===== config.mk =====
export PLATFORM = sky130hd
export DESIGN_NAME = adc_word_sequencer
export DESIGN_NICKNAME = d
export VERILOG_FILES = /design/src/rtl/adc_word_sequencer.sv
export SDC_FILE = /design/constraint.sdc
export NUM_CORES = 1
export LEC_CHECK = 0
export ABC_AREA = 0
export CAP_MARGIN = 20
export CELL_PAD_IN_SITES_DETAIL_PLACEMENT = 0
export CELL_PAD_IN_SITES_GLOBAL_PLACEMENT = 2
export CORE_AREA = 2 2 87 89
export DETAILED_ROUTE_END_ITERATION = 8
export DIE_AREA = 0 0 89 91
export GPL_TIMING_DRIVEN = 0
export PLACE_DENSITY_LB_ADDON = 0.1
export SYNTH_ARGS = -nofsm -noshare
export SYNTH_HDL_FRONTEND = slang
export SYNTH_SLANG_ARGS = --single-unit

===== constraint.sdc =====
create_clock -name CLK -period 3.5 [get_ports CLK]
set_clock_uncertainty 0.05 [all_clocks]
set_input_delay 1.05 -clock CLK [delete_from_list [all_inputs] [get_ports CLK]]
set_output_delay 1.05 -clock CLK [all_outputs]
set_load 0.005 [all_outputs]

===== src/rtl/adc_word_sequencer.sv =====
// Wide add-with-carry built from a WIDTH-bit adder slice, one slice per clock,
// least-significant first, with the carry held in a register between slices.
module adc_word_sequencer #(
  parameter int WIDTH = 3,
  parameter int WORDS = 4,
  localparam int N     = WIDTH * WORDS,
  localparam int IDX_W = (WORDS > 1) ? $clog2(WORDS) : 1
) (
  input  logic         CLK,
  input  logic         ASYNCRESETN,
  input  logic         in_valid,
  output logic         in_ready,
  input  logic [N-1:0] A,
  input  logic [N-1:0] B,
  input  logic         CIN,
  output logic         out_valid,
  input  logic         out_ready,
  output logic [N-1:0] O,
  output logic         COUT,
  output logic         busy
);

  typedef enum logic [1:0] {
    ST_IDLE = 2'd0,
    ST_RUN  = 2'd1,
    ST_DONE = 2'd2
  } state_t;

  state_t           state_r;
  state_t           state_nx_s;
  logic [IDX_W-1:0] idx_r;
  logic             carry_r;
  logic [N-1:0]     a_r;
  logic [N-1:0]     b_r;
  logic [N-1:0]     o_r;
  logic             cout_r;
  logic [WIDTH-1:0] a_slice_s;
  logic [WIDTH-1:0] b_slice_s;
  logic [WIDTH:0]   sum_s;
  logic             idx_last_s;

  // Current slice operands and the narrow adder itself.
  always_comb begin
    a_slice_s  = a_r[32'(idx_r) * WIDTH +: WIDTH];
    b_slice_s  = b_r[32'(idx_r) * WIDTH +: WIDTH];
    sum_s      = {1'b0, a_slice_s} + {1'b0, b_slice_s} + {{WIDTH{1'b0}}, carry_r};
    idx_last_s = (idx_r == IDX_W'(WORDS - 1));
  end

  // Next-state decode for the IDLE -> RUN -> DONE sequence.
  always_comb begin
    state_nx_s = state_r;
    case (state_r)
      ST_IDLE: begin
        if (in_valid) begin
          state_nx_s = ST_RUN;
        end else begin
          state_nx_s = ST_IDLE;
        end
      end
      ST_RUN: begin
        if (idx_last_s) begin
          state_nx_s = ST_DONE;
        end else begin
          state_nx_s = ST_RUN;
        end
      end
      ST_DONE: begin
        if (out_ready) begin
          state_nx_s = ST_IDLE;
        end else begin
          state_nx_s = ST_DONE;
        end
      end
      default: state_nx_s = ST_IDLE;
    endcase
  end

  // State register.
  always_ff @(posedge CLK or negedge ASYNCRESETN) begin
    if (!ASYNCRESETN) begin
      state_r <= ST_IDLE;
    end else begin
      state_r <= state_nx_s;
    end
  end

  // Operand capture, slice write-back and carry chaining; reset wipes any partial result.
  always_ff @(posedge CLK or negedge ASYNCRESETN) begin
    if (!ASYNCRESETN) begin
      idx_r   <= '0;
      carry_r <= 1'b0;
      a_r     <= '0;
      b_r     <= '0;
      o_r     <= '0;
      cout_r  <= 1'b0;
    end else begin
      case (state_r)
        ST_IDLE: begin
          if (in_valid) begin
            a_r     <= A;
            b_r     <= B;
            carry_r <= CIN;
            idx_r   <= '0;
          end
        end
        ST_RUN: begin
          o_r[32'(idx_r) * WIDTH +: WIDTH] <= sum_s[WIDTH-1:0];
          carry_r <= sum_s[WIDTH];
          // Index saturates at the last slice; the FSM leaves RUN on that edge.
          if (idx_last_s) begin
            cout_r <= sum_s[WIDTH];
          end else begin
            idx_r <= idx_r + IDX_W'(1);
          end
        end
        ST_DONE: begin
          cout_r <= cout_r;
        end
        default: begin
          idx_r <= '0;
        end
      endcase
    end
  end

  assign in_ready  = (state_r == ST_IDLE);
  assign out_valid = (state_r == ST_DONE);
  assign busy      = (state_r == ST_RUN) || (state_r == ST_DONE);
  assign O         = o_r;
  assign COUT      = cout_r;

endmodule


-- Word level (Yosys, flattened, before mapping)
Index checks and enable logic that the tools add are counted.
- register bits: 42
- word-level logic and storage cells: 39
- output and inout bits: 16
- equality and inequality tests: 5
- multipliers: 1
- $add $sub $neg: 4
- reduce and logical (&&, ||, !) cells: 7
- bitwise operators: 1
- shifts and indexed selects: 4
- multiplexer cells: 10
- operator list (kind ; count):
    $neg 4->34 ; 1
    $shift 3x34->12 const A ; 1
    $shiftx 3x34->12 ; 1
    $shiftx 12x5->3 ; 2
    $bwmux 12 ; 1
    $pmux 2 s3 ; 2
    $mux 2 ; 4
    $reduce_and 2->1 ; 3
    $add 3x3->4 ; 1
    $add 4x1->4 ; 1
    $eq 2x2->1 const B ; 2
    $mul 2x2->4 const B ; 1
    $ne 2x2->1 const B ; 2
    $reduce_and 3->1 ; 1
    $add 2x1->2 const B ; 1
    $eq 2x1->1 const B ; 1
    $logic_not 2->1 ; 1
    $mux 1 ; 2
    $pmux 1 s2 ; 1
    $reduce_bool 2->1 ; 1
    $logic_or 1x1->1 ; 1
    $not 1->1 ; 1

-- Longest topological paths before layout
Gate-level depths: netlist of the first run.
- depth in word-level cells: 6
- mapped depth: 7
- mapped depth without buffers: 6

-- Least setup slack after synthesis of the first run
Ideal clock, no wire load.
- path type: reg-to-reg
- from: register idx_r[0]
- to: register o_r[10] (netlist: O[10])
- period minus slack after synthesis: 2.430 ns
- path buffers: 1
- cell stages (with the launch flop): 7
- slack: 1.070 ns
- data arrival time: 2.284 ns
- library setup time: 0.095 ns
- path through: dfrtp_1 buf_6 mux4_1 fa_1 inv_1 fa_1 o31ai_1
- cells in the longest elaborated chain, start to end: 6
- elaborated cells between the ends (all ways): 9
- ends and longest elaborated chain (item ; line ; RTL):
    start: declaration ; 31 ; logic [IDX_W-1:0] idx_r;
    start signal: assignment ; 114 ; idx_r <= idx_r + IDX_W'(1);
    $mul 2x2->4 (*) ; 44, 45, 108 ;
    $shiftx 12x5->3, on equally long branches ; 44, 45 ;
    $add 3x3->4 ; 46 ; sum_s = {1'b0, a_slice_s} + {1'b0, b_slice_s} + {{WIDTH{1'b0}}, carry_r};
    $add 4x1->4 ; 46 ;
    $shiftx 3x34->12 ; 108 ; o_r[32'(idx_r) * WIDTH +: WIDTH] <= sum_s[WIDTH-1:0];
    $bwmux 12 (*) ; 108 ;
    end signal: indexed assignment ; 108 ;
    end: declaration ; 35 ; logic [N-1:0] o_r;
Every way passes the cells marked *; elsewhere a longest branch is shown, timed or not.
A chain may end at the register's enable or synchronous reset.

-- Worst setup path after layout of the first run
- from: register idx_r[0]
- to: register o_r[2] (netlist: O[2])
Same word-level chain as after synthesis.

==> metrics, run 1 <==
outcome finished clean; Max Transition Viols Final 0; 1st-pass router iterations 4; VDD IR-drop max 0.408 mV; Die Span X 89 um; Seq/Total Area, Yosys 50.1%; HP Class reg -> reg; max_cap viols 0; most used flip-flop cell after synthesis dfrtp_1; fin crit period 2.74 ns; setup TNS after final layout 0 ns; # resized after CTS 0; initial core utilization 29.4%; syn avg cell area 12.9 um2; initial antenna violation count 0; CP Launch Type register; RePlAce Congestion 0.710; Simple-Gate Fraction of Synth Area 9.25%; cts bufs inserted 5; setup violators final 0; Final Core Density 39.5%; clk buf depth 2; root buffer selected by CTS clkbuf_8; cell area after synthesis 2100 um2; Ports 45; measured slew at the worst slew-check pin 0.523 ns; GR Util All Layers 12.0%; DR vias/cell 4.52; largest family of logic cells by synthesized area multiplexers; Routed WL per cell 14.7 um; post-synthesis compound-gate area fraction 8.06%; EDFF count, synth 0; H-tree levels 2; total grt overflow 0; number of core rows 31; vias in the first global route 1,518; sequential cell area 1050 um2; final hold violations 0; CTS tree built; worst path required time 3.61 ns; Post-CTS Setup Inserts 0; Power per Cell Area 934 nW/um2; clock sink count 42; #FFs+latches synth 42; area of the multi-input gates 982 um2; via count 1,420; mux share of post-synthesis cell area 20.1%; layout cell share with drive strength beyond 1 21.4%; worst path arrival time 2.85 ns; Setup Crit Path Kind reg -> reg; # diodes 0; Clock Latency Late Sink 0.29 ns; Cell variety after synth 36; CP endpoint kind register; Iter 0 DRT Violations 28; die area 8100 um2; Synth-to-Final Area Change 34.4%; Design Power 2.63 mW; slew margin rel. 65.0%; I/O Buffers 44; register clock-pin slew on the reported worst setup and hold paths 0.08 ns; number of fill cells 699; Final period util 78.4%; unrepaired setup endpoints after global routing no; Synth Warn # 0; largest net degree at the start of global routing 30; Adder-Cell Fraction of Synth Area 9.07%; FMAX 364 MHz; Post-Route WL 4620 um; first-pass GRT wire length 7330 um; Antenna Violating Nets Remaining 0; syn_nets 205; DPL Wire Length 3530 um; Synth Area in XOR/XNOR 0.418%; Core Region 7140 um2; Lkg Pwr 1.19 nW; asr flop ratio synth 100%; Post-Syn Instances 162; Die Y 91 um; crit-path max FO 10; Residual DRC 0; # hold bufs at CTS 0; nets 257
## power by group
part           internal, mW  total (mW)  switching (mW)  leakage [nW]
sequential            0.705       0.822           0.116         0.522
combinational         0.661        1.33           0.673         0.599
clock                 0.304       0.475           0.171        0.0714
total                  1.67        2.63           0.960          1.19
## synthesized netlist by cell type, types with 2 or more instances
library cell   n  area [um2]
o31ai_1        8        60.1
nand2b_1       2        12.5
inv_2          2        7.51
nand2_1       19        71.3
mux4_1         4         105
buf_2          2        10.0
inv_1          6        22.5
mux2_2        22         248
fa_1           2        40.0
nor2_1         2        7.51
mux2_1         2        22.5
a21oi_1        4        20.0
dfrtp_1       42        1050
o21ai_0        4        20.0
or3_4          3        33.8
nand3_1        6        30.0
ha_1          12         150
mux4_2         2        45.0
## layout make-up
class / count / share of cell area (%)
well taps: 99 / 4.40
repair buffers: 45 / 16.2
plain buffers: 5 / 1.15
clock inverters: 2 / 2.13
inverters: 8 / 1.07
flip-flops and latches: 42 / 37.3
multi-input cells: 107 / 34.9
clock buffers: 6 / 2.93
## cell usage in the layout, fill, tap and decap left out, types with 4 or more instances in the layout
cell	count
clkdlybuf4s50_1	43
dfrtp_1	42
mux2_2	22
nand2_1	19
ha_1	12
o31ai_1	8
inv_1	6
nand3_1	6
clkbuf_8	6
a21oi_1	4
mux4_1	4
o21ai_0	4
## critical path: stages, from the launching register on
cell,delay (ns)
dfrtp_1,0.45
buf_6,0.20
mux4_1,0.59
fa_1,0.43
inv_1,0.09
fa_1,0.18
xor2_1,0.44
o31ai_1,0.16
## path summary, 6_finish.rpt
check	from	to	slack, ns	depth (start not counted)
hold / removal	O[5]	O[5]	0.43	2
setup reg to reg	idx_r[0]	O[2]	0.76	7
hold reg to reg	O[5]	O[5]	0.43	2
min in group asynchronous	ASYNCRESETN	O[11]	0.60	1
max in group asynchronous	ASYNCRESETN	a_r[1]	2.34	2
setup / recovery	idx_r[0]	O[2]	0.76	7
## stage by stage
step / hold slack (ns) / std cells / area (um2) / worst slack [ns]
after floorplan: 0.406 / 162 / 2100 / 1.07
after global placement: 0.408 / 305 / 2660 / 0.253
after detailed placement: 0.415 / 306 / 2680 / 0.687
after CTS: 0.433 / 314 / 2820 / 0.693
after global routing: 0.464 / 314 / 2820 / 0.558
final: 0.431 / 314 / 2820 / 0.756
## routing by layer
layer / track usage [%] / routed length, um / vias up
met4: 4.10 / 45 / 0
met2: 21.5 / 2460 / 28
met3: 3.27 / 190 / 4
met1: 13.3 / 1920 / 700
met5: 0 / 0 / -
li1: - / - / 688
## registers in the layout (all words and copies together) (netlist names)
signal and cells:
a_r 12, b_r 12, carry_r 1, idx_r 2
COUT 1, state_r 2, O 12
## logic make-up after synthesis
family	after synthesis
buffers and inverters	13
AND/OR/NAND/NOR	38
AO/OA/AOI/OAI	24
flip-flops	42
adder cells (fa/ha/maj)	14
multiplexers	30
XOR/XNOR	1
Power figures use the tool's default switching activity.
==> run 2, diff against run 1 <==
- clock period: 3.5 -> 2.5 ns (I/O delays scaled with it)
==> run 2 against run 1 <==
- via count up 1.2%
- cell area up 1.5%
- routed wire length up 1.9%
- sequential share of layout area down 0.49 points
- sequential power up 40%
- worst setup slack worse by 0.67 ns
- core utilization up 0.58 points
- non-clock buffer count up 1
- clock power up 40%
- flip-flop and latch count unchanged
- count of clock-buffer cells in the layout unchanged
- largest cell class unchanged
- largest power group unchanged
==> metrics, run 2 (same netlist as run 1, synthesis figures left out) <==
Crit path depth 6 (-1); largest net degree at the start of global routing 30 (unchanged); most frequent cells in the layout 43 x clkdlybuf4s50_1, 41 x dfrtp_1, 22 x mux2_2; Setup Crit Path Kind reg -> reg; initial core utilization 29.4% (unchanged); Core Region 7140 um2 (unchanged); Die Span X 89 um (unchanged); Final period util 96.7% (+18 points); reg-to-reg startpoint idx_r[0]; nets 258 (+0.39%); CTS tree built; clock sink count 42 (unchanged); slowest CP cell mux4_2; max_cap viols 0 (unchanged); RePlAce Congestion 0.710 (unchanged); FMAX 413 MHz (+13%); cts bufs inserted 5 (unchanged); critical path's most frequent cell fa_2; commonest non-fill, non-tap cell in the layout clkdlybuf4s50_1; sequential cell area 1050 um2 (+0.12%); unrepaired setup endpoints after global routing no; final instance area 2860 um2 (+1.5%); layout cell share with drive strength beyond 1 26.4% (+5.0 points); worst path required time 2.65 ns (-0.96 ns); setup violators final 0 (unchanged); 1st-pass router iterations 4 (unchanged); register clock-pin slew on the reported worst setup and hold paths 0.08 ns (about the same); area of the multi-input gates 1000 um2 (+2.0%); via count 1,437 (+1.2%); number of fill cells 704 (+0.72%); H-tree levels 2 (unchanged); DR vias/cell 4.56 (+0.88%); Critical Path Source idx_r[0]; number of core rows 31 (unchanged); Power per Cell Area 1350 nW/um2 (+45%); CP bufs+invs 2 (unchanged); DPL Wire Length 3530 um (unchanged); slew margin rel. 76.9% (+12 points); root buffer selected by CTS clkbuf_8; Routed WL per cell 14.9 um (+1.5%); CP delay by family, top adder cells; die area 8100 um2 (unchanged); hold slack 0.302 ns (-0.129 ns); setup ws final 0.0815 ns (-0.675 ns); initial antenna violation count 0 (unchanged); total grt overflow 0 (unchanged); setup TNS after final layout 0 ns (unchanged); DP Worst Slack -0.313 ns (-1.00 ns); clk buf depth 2 (unchanged); worst path arrival time 2.57 ns (-0.28 ns); Die Y 91 um (unchanged); Iter 0 DRT Violations 26 (-7.1%); measured slew at the worst slew-check pin 0.347 ns (-0.176 ns); # diodes 0 (unchanged); Post-Route WL 4710 um (+1.9%); Ports 45 (unchanged); outcome finished clean; Final Core Density 40.1% (+0.58 points); fin crit period 2.42 ns (-0.325 ns); Clock Latency Late Sink 0.29 ns (about the same); CP Launch Type register; final hold violations 0 (unchanged); I/O Buffers 44 (unchanged); critical path endpoint O[4]; R2R setup slack 0.08 ns (-0.67 ns); GR Util All Layers 12.3% (+0.38 points); HP Class in -> async; Lkg Pwr 1.20 nW (+0.66%); Worst R2R End O[4]; Worst R2R Path Depth 6 (-1); crit-path max FO 10 (unchanged); Residual DRC 0 (unchanged); Antenna Violating Nets Remaining 0 (unchanged); Max Transition Viols Final 0 (unchanged); crit path cell chain buf_12 -> mux4_2 -> fa_2 -> inv_1 -> fa_2 -> o31ai_1; vias in the first global route 1,550 (+2.1%); Synth-to-Final Area Change 36.4%; first-pass GRT wire length 7560 um (+3.1%); Post-DP Area 2680 um2 (unchanged); CP endpoint kind register; CP max stage delay 0.52 ns (-0.07 ns); VDD IR-drop max 0.547 mV (+34%)
run 2: per-layer routing:
metal	routed length [um]	track usage, %	share of wire (%)	vias up
li1	-	-	-	686
met1	1940	14.0	41	712
met2	2520	22.0	54	35
met3	203	3.27	4.3	4
met4	45	4.10	0.96	0
met5	0	0	0	-
run 2: power breakdown:
part / switching (mW) / total, mW / internal [mW]
logic: 1.03 / 2.05 / 1.02
registers: 0.163 / 1.15 / 0.989
clock network: 0.238 / 0.664 / 0.426
total: 1.44 / 3.87 / 2.43
run 2: stage by stage:
step / power [mW] / instances
floorplan: 2.38 / 162
global placement: 3.03 / 305
detailed placement: 3.09 / 306
CTS: 3.88 / 315
global route: 4.18 / 315
finish: 3.87 / 315
run 2: timing repair:
item                                    in CTS  in global routing
gates cloned                                 0                  0
buffers inserted                             1                  0
pin swaps                                    2                  4
endpoints found under the setup margin       8                  7
hold buffers                                 0                  0
gates resized for setup                      8                  6
run 2: cell type report:
cell class	count	area share [%]
Sequential cell	42	36.8
Clock inverter	2	2.10
Buffer	5	1.58
Clock buffer	6	2.89
Tap cell	99	4.33
Multi-Input combinational cell	107	35.1
Inverter	8	1.05
Timing Repair Buffer	46	16.2
run 2: worst min path at each step:
| stage | endpoint | cells after the start |
|---|---|---|
| after floorplan | COUT | 0 |
| after global placement | O[8] | 2 |
| after detailed placement | O[10] | 2 |
| after CTS | O[4] | 1 |
| after global routing | O[5] | 1 |
| final | O[4] | 1 |
run 2: worst reg2reg max path: cells and delay by family, from the launching register on:
family	cells	cell delay, ns
buffers and inverters	2	0.24
adders and majority gates	2	0.90
AOI/OAI and AO/OA	1	0.23
DFF	1	0.39
muxes	1	0.53
==> run 3, diff against run 2 <==
- CTS_BUF_LIST: default -> sky130_fd_sc_hd__clkbuf_8 sky130_fd_sc_hd__clkbuf_16
- SLEW_MARGIN: default -> 20
==> results of run 3 <==
Same layout as run 2: the final DEF is identical, and so are final timing and power.
